[src/rtl/array_pkg.sv]
// Shared constants and state type for the mac_tile array edge drivers.
package array_pkg;

  localparam logic [1:0] INST_IDLE = 2'b00;
  localparam logic [1:0] INST_LOAD = 2'b01;
  localparam logic [1:0] INST_EXEC = 2'b10;

  localparam logic MODE_WS = 1'b0;
  localparam logic MODE_OS = 1'b1;

  typedef enum logic [1:0] {
    ST_IDLE  = 2'd0,
    ST_LOAD  = 2'd1,
    ST_EXEC  = 2'd2,
    ST_DRAIN = 2'd3
  } drv_state_e;

endpackage

[src/rtl/west_skew_driver_if.sv]
// Bundle between the L0 side, the west skew driver and the array west boundary.
interface west_skew_driver_if #(
  parameter int bw     = 4,
  parameter int row    = 8,
  parameter int len_bw = 8
);

  logic                start;
  logic                mode;
  logic [len_bw-1:0]   num_act;
  logic [row*bw-1:0]   in_data;
  logic                in_valid;
  logic                in_ready;
  logic [row*bw-1:0]   out_w;
  logic [2*row-1:0]    inst_w;
  logic                busy;
  logic                done;

  modport master (
    output start, mode, num_act, in_data, in_valid,
    input  in_ready, out_w, inst_w, busy, done
  );

  modport slave (
    input  start, mode, num_act, in_data, in_valid,
    output in_ready, out_w, inst_w, busy, done
  );

endinterface

[src/rtl/skew_delay_line.sv]
// Fixed-depth shift register; output is the input delayed by depth cycles.
module skew_delay_line #(
  parameter int depth = 1,
  parameter int width = 1
) (
  input  logic             clk,
  input  logic             reset,
  input  logic [width-1:0] d_i,
  output logic [width-1:0] q_o
);

  logic [width-1:0] stage_q [depth];

  always_ff @(posedge clk) begin
    if (reset) begin
      for (int i = 0; i < depth; i++) stage_q[i] <= '0;
    end else begin
      stage_q[0] <= d_i;
      for (int i = 1; i < depth; i++) stage_q[i] <= stage_q[i-1];
    end
  end

  assign q_o = stage_q[depth-1];

endmodule

[src/rtl/west_skew_driver.sv]
// West-edge sequencer: accepts row-parallel vectors and issues them to the array
// with a per-row diagonal skew, running a kernel-load phase before execute in WS mode.
module west_skew_driver
  import array_pkg::*;
#(
  parameter int bw     = 4,
  parameter int row    = 8,
  parameter int col    = 8,
  parameter int len_bw = 8
) (
  input logic               clk,
  input logic               reset,
  west_skew_driver_if.slave bus
);

  localparam int CNT_W = ($clog2(col + 1) > len_bw) ? $clog2(col + 1) : len_bw;

  drv_state_e        state_q, state_d;
  logic [CNT_W-1:0]  cnt_q, cnt_d;
  logic [len_bw-1:0] num_act_q, num_act_d;
  logic              done_q, done_d;

  logic              ready;
  logic              accept;
  logic [CNT_W-1:0]  cnt_inc;
  logic [1:0]        slot_inst;

  assign ready        = (state_q == ST_LOAD) || (state_q == ST_EXEC);
  assign accept       = bus.in_valid & ready;
  assign cnt_inc      = cnt_q + CNT_W'(1);
  assign slot_inst    = (state_q == ST_LOAD) ? INST_LOAD : INST_EXEC;

  assign bus.in_ready = ready;
  assign bus.busy     = (state_q != ST_IDLE);
  assign bus.done     = done_q;

  // The counter also times DRAIN: the last slot needs row edges to clear row row-1.
  always_comb begin
    state_d   = state_q;
    cnt_d     = cnt_q;
    num_act_d = num_act_q;
    done_d    = 1'b0;
    unique case (state_q)
      ST_IDLE: begin
        if (bus.start) begin
          num_act_d = bus.num_act;
          cnt_d     = '0;
          if (bus.mode == MODE_WS)       state_d = ST_LOAD;
          else if (bus.num_act == '0)    state_d = ST_DRAIN;
          else                           state_d = ST_EXEC;
        end
      end
      ST_LOAD: begin
        if (accept) begin
          if (cnt_inc == CNT_W'(col)) begin
            cnt_d   = '0;
            state_d = (num_act_q == '0) ? ST_DRAIN : ST_EXEC;
          end else begin
            cnt_d = cnt_inc;
          end
        end
      end
      ST_EXEC: begin
        if (accept) begin
          if (cnt_inc == CNT_W'(num_act_q)) begin
            cnt_d   = '0;
            state_d = ST_DRAIN;
          end else begin
            cnt_d = cnt_inc;
          end
        end
      end
      ST_DRAIN: begin
        if (cnt_inc == CNT_W'(row)) begin
          cnt_d   = '0;
          state_d = ST_IDLE;
          done_d  = 1'b1;
        end else begin
          cnt_d = cnt_inc;
        end
      end
      default: state_d = ST_IDLE;
    endcase
  end

  always_ff @(posedge clk) begin
    if (reset) begin
      state_q   <= ST_IDLE;
      cnt_q     <= '0;
      num_act_q <= '0;
      done_q    <= 1'b0;
    end else begin
      state_q   <= state_d;
      cnt_q     <= cnt_d;
      num_act_q <= num_act_d;
      done_q    <= done_d;
    end
  end

  // Row r sees the slot r cycles after row 0; non-accept cycles inject a bubble.
  for (genvar r = 0; r < row; r++) begin : g_row
    logic [bw+1:0] slot;
    logic [bw+1:0] tap;

    assign slot = accept ? {slot_inst, bus.in_data[r*bw +: bw]} : {INST_IDLE, {bw{1'b0}}};

    skew_delay_line #(
      .depth(r + 1),
      .width(bw + 2)
    ) u_delay (
      .clk  (clk),
      .reset(reset),
      .d_i  (slot),
      .q_o  (tap)
    );

    assign bus.out_w[r*bw +: bw] = tap[bw-1:0];
    assign bus.inst_w[2*r +: 2]  = tap[bw+1:bw];
  end

endmodule

[src/flat_wrapper.sv]
// flat-port wrapper written by rule: the top's interface ports become plain ports
module west_skew_driver_flat import array_pkg::*;
#(
  parameter int bw     = 4,
  parameter int row    = 8,
  parameter int col    = 8,
  parameter int len_bw = 8
)
  (clk, reset, bus_start, bus_mode, bus_num_act, bus_in_data, bus_in_valid, bus_in_ready, bus_out_w, bus_inst_w, bus_busy, bus_done);
  west_skew_driver_if #(.bw(bw), .row(row), .len_bw(len_bw)) bus_i ();
  input logic clk;
  input logic reset;
  input wire logic [$bits(bus_i.start)-1:0] bus_start;
  input wire logic [$bits(bus_i.mode)-1:0] bus_mode;
  input wire logic [$bits(bus_i.num_act)-1:0] bus_num_act;
  input wire logic [$bits(bus_i.in_data)-1:0] bus_in_data;
  input wire logic [$bits(bus_i.in_valid)-1:0] bus_in_valid;
  output wire logic [$bits(bus_i.in_ready)-1:0] bus_in_ready;
  output wire logic [$bits(bus_i.out_w)-1:0] bus_out_w;
  output wire logic [$bits(bus_i.inst_w)-1:0] bus_inst_w;
  output wire logic [$bits(bus_i.busy)-1:0] bus_busy;
  output wire logic [$bits(bus_i.done)-1:0] bus_done;
  assign bus_i.start = bus_start;
  assign bus_i.mode = bus_mode;
  assign bus_i.num_act = bus_num_act;
  assign bus_i.in_data = bus_in_data;
  assign bus_i.in_valid = bus_in_valid;
  assign bus_in_ready = bus_i.in_ready;
  assign bus_out_w = bus_i.out_w;
  assign bus_inst_w = bus_i.inst_w;
  assign bus_busy = bus_i.busy;
  assign bus_done = bus_i.done;
  west_skew_driver #(.bw(bw), .row(row), .col(col), .len_bw(len_bw)) u_core (.clk(clk), .reset(reset), .bus(bus_i));
endmodule
[config.mk]
export PLATFORM = sky130hd
export DESIGN_NAME = west_skew_driver_flat
export DESIGN_NICKNAME = d
export VERILOG_FILES = /design/src/rtl/array_pkg.sv /design/src/rtl/west_skew_driver_if.sv /design/src/rtl/skew_delay_line.sv /design/src/rtl/west_skew_driver.sv /design/src/flat_wrapper.sv
export SDC_FILE = /design/constraint.sdc
export NUM_CORES = 1
export LEC_CHECK = 0
export CORE_ASPECT_RATIO = 1.1
export CORE_MARGIN = 2
export CORE_UTILIZATION = 60
export DETAILED_ROUTE_END_ITERATION = 8
export HOLD_SLACK_MARGIN = 0.12
export PLACE_DENSITY_LB_ADDON = 0.3
export SLEW_MARGIN = 25
export SYNTH_ARGS = -nofsm -noshare
export SYNTH_HDL_FRONTEND = slang
export SYNTH_HIERARCHICAL = 1
export SYNTH_SLANG_ARGS = --single-unit
[constraint.sdc]
create_clock -name clk -period 4 [get_ports clk]
set_clock_uncertainty 0.05 [all_clocks]
set_input_delay 1 -clock clk [delete_from_list [all_inputs] [get_ports clk]]
set_output_delay 1 -clock clk [all_outputs]
set_load 0.05 [all_outputs]
**After elaboration in Yosys (flattened, before gate mapping)**

Memory sizes are Yosys's and may differ from the RTL's.
Cells that the tools add are included.

- Bits in registers: 19
- Output and inout port bits: 51
- Bits in read-only memories: 0
- Bits in latches: 0
- Memories: 8
- Memory bits (writable): 216

- Bitwise logic cells: 37
- $add $sub $neg: 1
- Equal/unequal tests: 11
- Shift-type cells: 0
- Reductions and logical operators: 10
- Magnitude comparators: 0
- Divide/modulo/power cells: 0
- Multipliers: 0
- Muxes and demuxes: 66

Memories:

| name | depth | width | rd ports | clocked after Yosys merged registers in | write ports | RTL line | source |
|---|---|---|---|---|---|---|---|
| u_core.g_row[7].u_delay.stage_q | 8 | 6 | 8 | 0 | 8 | skew_delay_line.sv:12 | `logic [width-1:0] stage_q [depth];` |
| u_core.g_row[6].u_delay.stage_q | 7 | 6 | 7 | 0 | 7 | skew_delay_line.sv:12 |  |
| u_core.g_row[5].u_delay.stage_q | 6 | 6 | 6 | 0 | 6 | skew_delay_line.sv:12 |  |
| u_core.g_row[4].u_delay.stage_q | 5 | 6 | 5 | 0 | 5 | skew_delay_line.sv:12 |  |
| u_core.g_row[3].u_delay.stage_q | 4 | 6 | 4 | 0 | 4 | skew_delay_line.sv:12 |  |
| u_core.g_row[2].u_delay.stage_q | 3 | 6 | 3 | 0 | 3 | skew_delay_line.sv:12 |  |
| +2 memories | - | - | - | - | - | - |  |

Operator list:

| operator | number |
|---|---|
| two-way mux 6 bit | 44 |
| two-way mux 8 bit | 5 |
| OR 1 bit | 35 |
| one-hot mux 8 bit (4 select lines) | 1 |
| logical NOT 8 bit | 2 |
| two-way mux 2 bit | 8 |
| adder 8 x 1 -> 8 bit (second input constant) | 1 |
| equality test 8 x 4 -> 1 bit (second input constant) | 1 |
| equality test 8 bit | 1 |
| one-hot mux 2 bit (4 select lines) | 1 |
| two-way mux 1 bit | 7 |
| != test 2 x 1 -> 1 bit (second input constant) | 3 |
| != test 2 bit (second input constant) | 3 |
| AND reduction 6 bit | 1 |
| OR reduction 6 bit | 1 |
| equality test 2 bit (second input constant) | 2 |
| AND reduction 3 bit | 1 |
| equality test 2 x 1 -> 1 bit (second input constant) | 1 |
| logical NOT 2 bit | 1 |
| AND reduction 2 bit | 1 |
| nonzero test 2 bit | 1 |
| OR reduction 2 bit | 1 |
| AND 1 bit | 1 |
| logical OR 1 bit | 1 |
| NOT 1 bit | 1 |

**Logic depth before layout (Yosys ltp)**

- Depth in word-level cells: 5
- Mapped depth: 9

**Modules after synthesis**

The synthesis kept the hierarchy.

By module, submodules not included:

| module | sequential area each (µm²) | area each (µm²) | cells an instance | times used |
|---|---|---|---|---|
| west_skew_driver | 380.4 | 1495.2 | 195 | 1 |
| skew_delay_line (u_core.g_row[7].u_delay) | 960.9 | 1305.0 | 101 | 1 |
| skew_delay_line (u_core.g_row[6].u_delay) | 840.8 | 1168.6 | 94 | 1 |
| skew_delay_line (u_core.g_row[5].u_delay) | 720.7 | 1039.7 | 81 | 1 |
| skew_delay_line (u_core.g_row[4].u_delay) | 600.6 | 927.1 | 69 | 1 |
| skew_delay_line (u_core.g_row[3].u_delay) | 480.5 | 693.2 | 50 | 1 |
| skew_delay_line (u_core.g_row[2].u_delay) | 360.3 | 534.3 | 43 | 1 |
| skew_delay_line (u_core.g_row[1].u_delay) | 240.2 | 411.6 | 31 | 1 |
| skew_delay_line (u_core.g_row[0].u_delay) | 120.1 | 157.7 | 12 | 1 |

**Least setup slack after synthesis**

No wires, ideal clock.

- Kind: register -> register
- From: reg u_core.state_q[0]
- To: reg u_core.cnt_q[4]
- Required time: 3.892 ns
- Data arrival time: 2.240 ns
- Path slack: 1.652 ns
- Period minus slack after synthesis: 2.348 ns
- Cell stages (with the launch flop): 9
- Cells stage by stage: dfxtp_1 -> inv_1 -> ha_1 -> o21ai_0 -> o21a_1 -> or3_1 -> clkbuf_1 -> a2111oi_2 -> a211o_1

- Cells in the longest elaborated chain, start to end: 5
- Elaborated cells on any way between the ends: 11
- Those cells by class: eq/ne: 6; mux: 1; bitwise: 1; reduce/logical: 3

Ends and longest elaborated chain:

| item | RTL line | source |
|---|---|---|
| start: declaration | west_skew_driver.sv:18 | `drv_state_e state_q, state_d;` |
| start signal: assignment | west_skew_driver.sv:93 | `state_q <= state_d;` |
| equality test 2 x 1 -> 1 bit / equality test 2 bit (equally long branches) | west_skew_driver.sv:28 | `assign ready = (state_q == ST_LOAD) \|\| (state_q == ST_EXEC);` |
| logical OR 1 bit * | west_skew_driver.sv:28 |  |
| net bus_in_ready | flat_wrapper.sv:18 | `output wire logic [$bits(bus_i.in_ready)-1:0] bus_in_ready;` |
| AND 1 bit * | west_skew_driver.sv:29 | `assign accept = bus.in_valid & ready;` |
| != test 2 x 1 -> 1 bit (no source line) | - |  |
| AND reduction 3 bit (no source line) * | - |  |
| end signal: assignment | west_skew_driver.sv:94 | `cnt_q <= cnt_d;` |
| end: declaration | west_skew_driver.sv:19 | `logic [CNT_W-1:0] cnt_q, cnt_d;` |

The timed path passes the listed nets; every way through them passes the cells marked *.
A chain may end at the register's enable or synchronous reset.

**Worst setup path in the final report**

- From: reg u_core.state_q[0]
- To: out bus_busy

- Cells in the longest elaborated chain, start to end: 1

Ends and longest elaborated chain:

| item | RTL line | source |
|---|---|---|
| nonzero test 2 bit | west_skew_driver.sv:34 | `assign bus.busy = (state_q != ST_IDLE);` |
| end: declaration | flat_wrapper.sv:21 | `output wire logic [$bits(bus_i.busy)-1:0] bus_busy;` |

No other way between the ends.

==> metrics.cfg <==
[synth]
yosys.area_share.adder_pct=0.971
syn_area_um2=7730
fraction_of_registers_with_async_set_reset_pct=0
yosys-top-cells-count=dfxtp_1 (235), nor2b_1 (153), nor2b_2 (46), and3_1 (34), buf_4 (32)
synthXorXnorAreaFrac_pct=1.25
synth_top_family_by_area=simple AND/OR/NAND/NOR gates
post_synth_num_cell_types=47
synth_simple_gate_area_share_pct=26.8
post-synth-top-area-fraction_pct=60.8
synth-seq-cells=235
synth_compound_gate_area_share_pct=3.33
synth_enable_flop_cells=0
syn-instance-count=676
synth_nets=727
synth_sequential_area_ratio_pct=60.8
synth.most_common_cell=dfxtp_1
yosys_most_used_dff=dfxtp_1
postSynthAreaPerCell_um2=11.4
yosys_warnings=6
synthTopCellsByArea=dfxtp_1 (61%), nor2b_1 (12%), nor2b_2 (5.2%), buf_4 (3.1%), and3_1 (2.8%)
post-synth-top-area-cell=dfxtp_1
synth.mux.area_fraction_pct=0.453

[power]
overall_power_after_layout_mw=5.36
peakVddDrop_v=0.000426
power_leakage_nw=3.74
power_density_nw_per_um2=580

[worst_setup_path]
critical_path_class=reg2out
cp_num_buf_inv=3
cpMostUsedCell=inv_1
slowest_stage=clkdlybuf4s50_1
worstPathArrival_ps=2220
worst-r2r-setup-slack_ps=1430
timing.critical_path.fanout_max=13
critical_path_rt_ps=2950
reg2regPathDepth=7
critPathLaunchType=register
regToRegStartpoint=u_core/cnt_q[0]
cp_cell_sequence=inv_1 > ha_1 > inv_1 > clkdlybuf4s50_1
timing.critical_path.to_type=output pin
timing.rr.end=u_core/state_q[1]
slowest_delay_ps=800
top_delay_family_on_crit_path=buffers and inverters

[layout]
fin_util_pct=73.4
final_net_count=786
syn2layout_area_growth_pct=19.5
final_layout_size_suffix_gt1_share_pct=14.0
num_antenna_cells=0

[clocking]
cts-hold-fix-buffers=0
cts_max_path_buffers=3
clk-insertion-delay-late_ps=490
cts_tree=built
clk_root_buffer_cell=clkbuf_16
cts.htree.levels=1
cts.repair_timing.setup_buffer_count=0
clock_sinks=235
clk_transition_reported_paths_ps=60
post_cts.resized_instances=0
cts_inserted_buffers=22

[grt]
grt_pass1_vias=4118
grt.overflow.total=0
grt_pass1_wl_um=18700
antenna_found_initial=0
global_route.usage.total_pct=16.4
grt_max_degree=94

[floorplan]
start_util_pct=61.4
die_h_um=123
num_io_pins=96
std_cell_rows=43
chipWidth_um=112
core_region_area_um2=12600
die-area_um2=13800

[detailed_routing]
route.vias.total=4325
topRoutingLayerUsed=met4
detail_route.wirelength.met1_um=4770
drt-pass1-iter-count=4
met3_wirelength_um=828
post_drt_wl_per_cell_um=12.6
remaining_drc_errors=0
detailedRoute.firstIterationViolations=180
vias_per_std_cell=4.76
antenna_left=0
met2RoutedLength_um=5640
wl_um=11500

[hold_path]
whs_path_depth=1
hold_path.startpoint=u_core/g_row[3].u_delay/stage_q[1][5]
hold-path-endpoint=u_core/g_row[3].u_delay/stage_q[2][5]
hold_path_class=reg2reg

[timing]
final_hold_viol_count=0
report.final.setup_viol=0
post-route-min-period_ps=3270
min_period_over_period_pct=81.7
fin_tns_setup_ps=0
fmax_mhz=306
rsz_0062_raised_after_global_routing=no
finalMaxSlewViolations=0
slew_headroom_pct=44.1
worst_slew_pin_slew_ps=839

[place]
number_of_port_buffers=95
global_placer_s_final_weighted_congestion=0.758
dp_hpwl_um=7140

[job]
max_cap_violations=0

[run_status]
status=completed

-- per-stage QoR --
stage	hold slack, ps	std cells	cell area, µm²	worst slack [ps]
floorplan	361	676	7730	1650
global placement	366	868	8450	971
detailed placement	370	868	8450	920
CTS	383	908	9240	714
global route	392	908	9240	599
finish	380	908	9240	733
-- flip-flops by register name, indices dropped and copies added (netlist names) --
| signal | cells |
|---|---|
| u_core/g_row.u_delay/stage_q | 216 |
| u_core/cnt_q | 8 |
| u_core/num_act_q | 8 |
| u_core/state_q | 2 |
| u_core/bus.done | 1 |
-- worst max-delay path by stage --
stage / start / to / slack, ps / depth (start not counted)
detailed placement: bus_in_valid / u_core/cnt_q[4] / 920 / 7
global placement: bus_in_valid / u_core/cnt_q[4] / 970 / 7
finish: u_core/state_q[0] / bus_busy / 730 / 4
CTS: u_core/state_q[0] / bus_busy / 710 / 4
floorplan: u_core/state_q[0] / u_core/cnt_q[4] / 1650 / 8
global route: u_core/state_q[0] / bus_busy / 600 / 4
-- cells in the final DEF (no fill, tap or decap), types with 3 or more instances in the layout --
cell type | synthesis | routed
dfxtp_1 | 235 | 235
nor2b_1 | 153 | 153
clkdlybuf4s50_1 | 0 | 94
nor2b_2 | 46 | 46
and3_1 | 34 | 34
clkbuf_16 | 0 | 23
nand2_1 | 18 | 18
a21oi_1 | 11 | 11
and2b_1 | 11 | 11
nand3_1 | 9 | 9
and2b_2 | 8 | 8
nor2_1 | 7 | 7
inv_1 | 6 | 6
xnor2_1 | 6 | 6
ha_1 | 6 | 6
clkbuf_1 | 11 | 5
xor2_1 | 5 | 5
nor4_1 | 5 | 5
buf_4 | 32 | 5
clkbuf_8 | 0 | 4
bufinv_16 | 0 | 4
o21ai_0 | 4 | 4
nor3_1 | 4 | 4
clkinv_2 | 0 | 3
or3_1 | 3 | 3
a221oi_1 | 3 | 3
a21o_1 | 3 | 3
a211oi_1 | 3 | 3
nand2b_1 | 3 | 3
-- power breakdown --
group / leakage (nW) / switching [mW] / internal, mW
sequential: 1.90 / 0.0543 / 2.48
clock: 0.388 / 0.824 / 1.37
combinational: 1.45 / 0.356 / 0.272
-- cell type report --
cell class                 count  area, µm²
inverter                       6       22.5
sequential                   235       4700
clock buffer                  31        636
timing repair buffer         100        992
tap                          157        196
clock inverter                 9        153
multi-input combinational    370       2540
fill                         878       3350
-- cells by family after synthesis --
group           Yosys count
compound gates           36
mux                       3
simple gates            314
fa+ha+maj                 6
flops                   235
xor+xnor                 11
buf+inv                  71
-- per-layer routing --
| metal | global-route usage (%) | vias up |
|---|---|---|
| met5 | 0 | - |
| met4 | 6.40 | 0 |
| met3 | 4.51 | 21 |
| met2 | 29.1 | 112 |
| met1 | 19.1 | 1953 |
| li1 | - | 2239 |
Power figures use the tool's default switching activity.
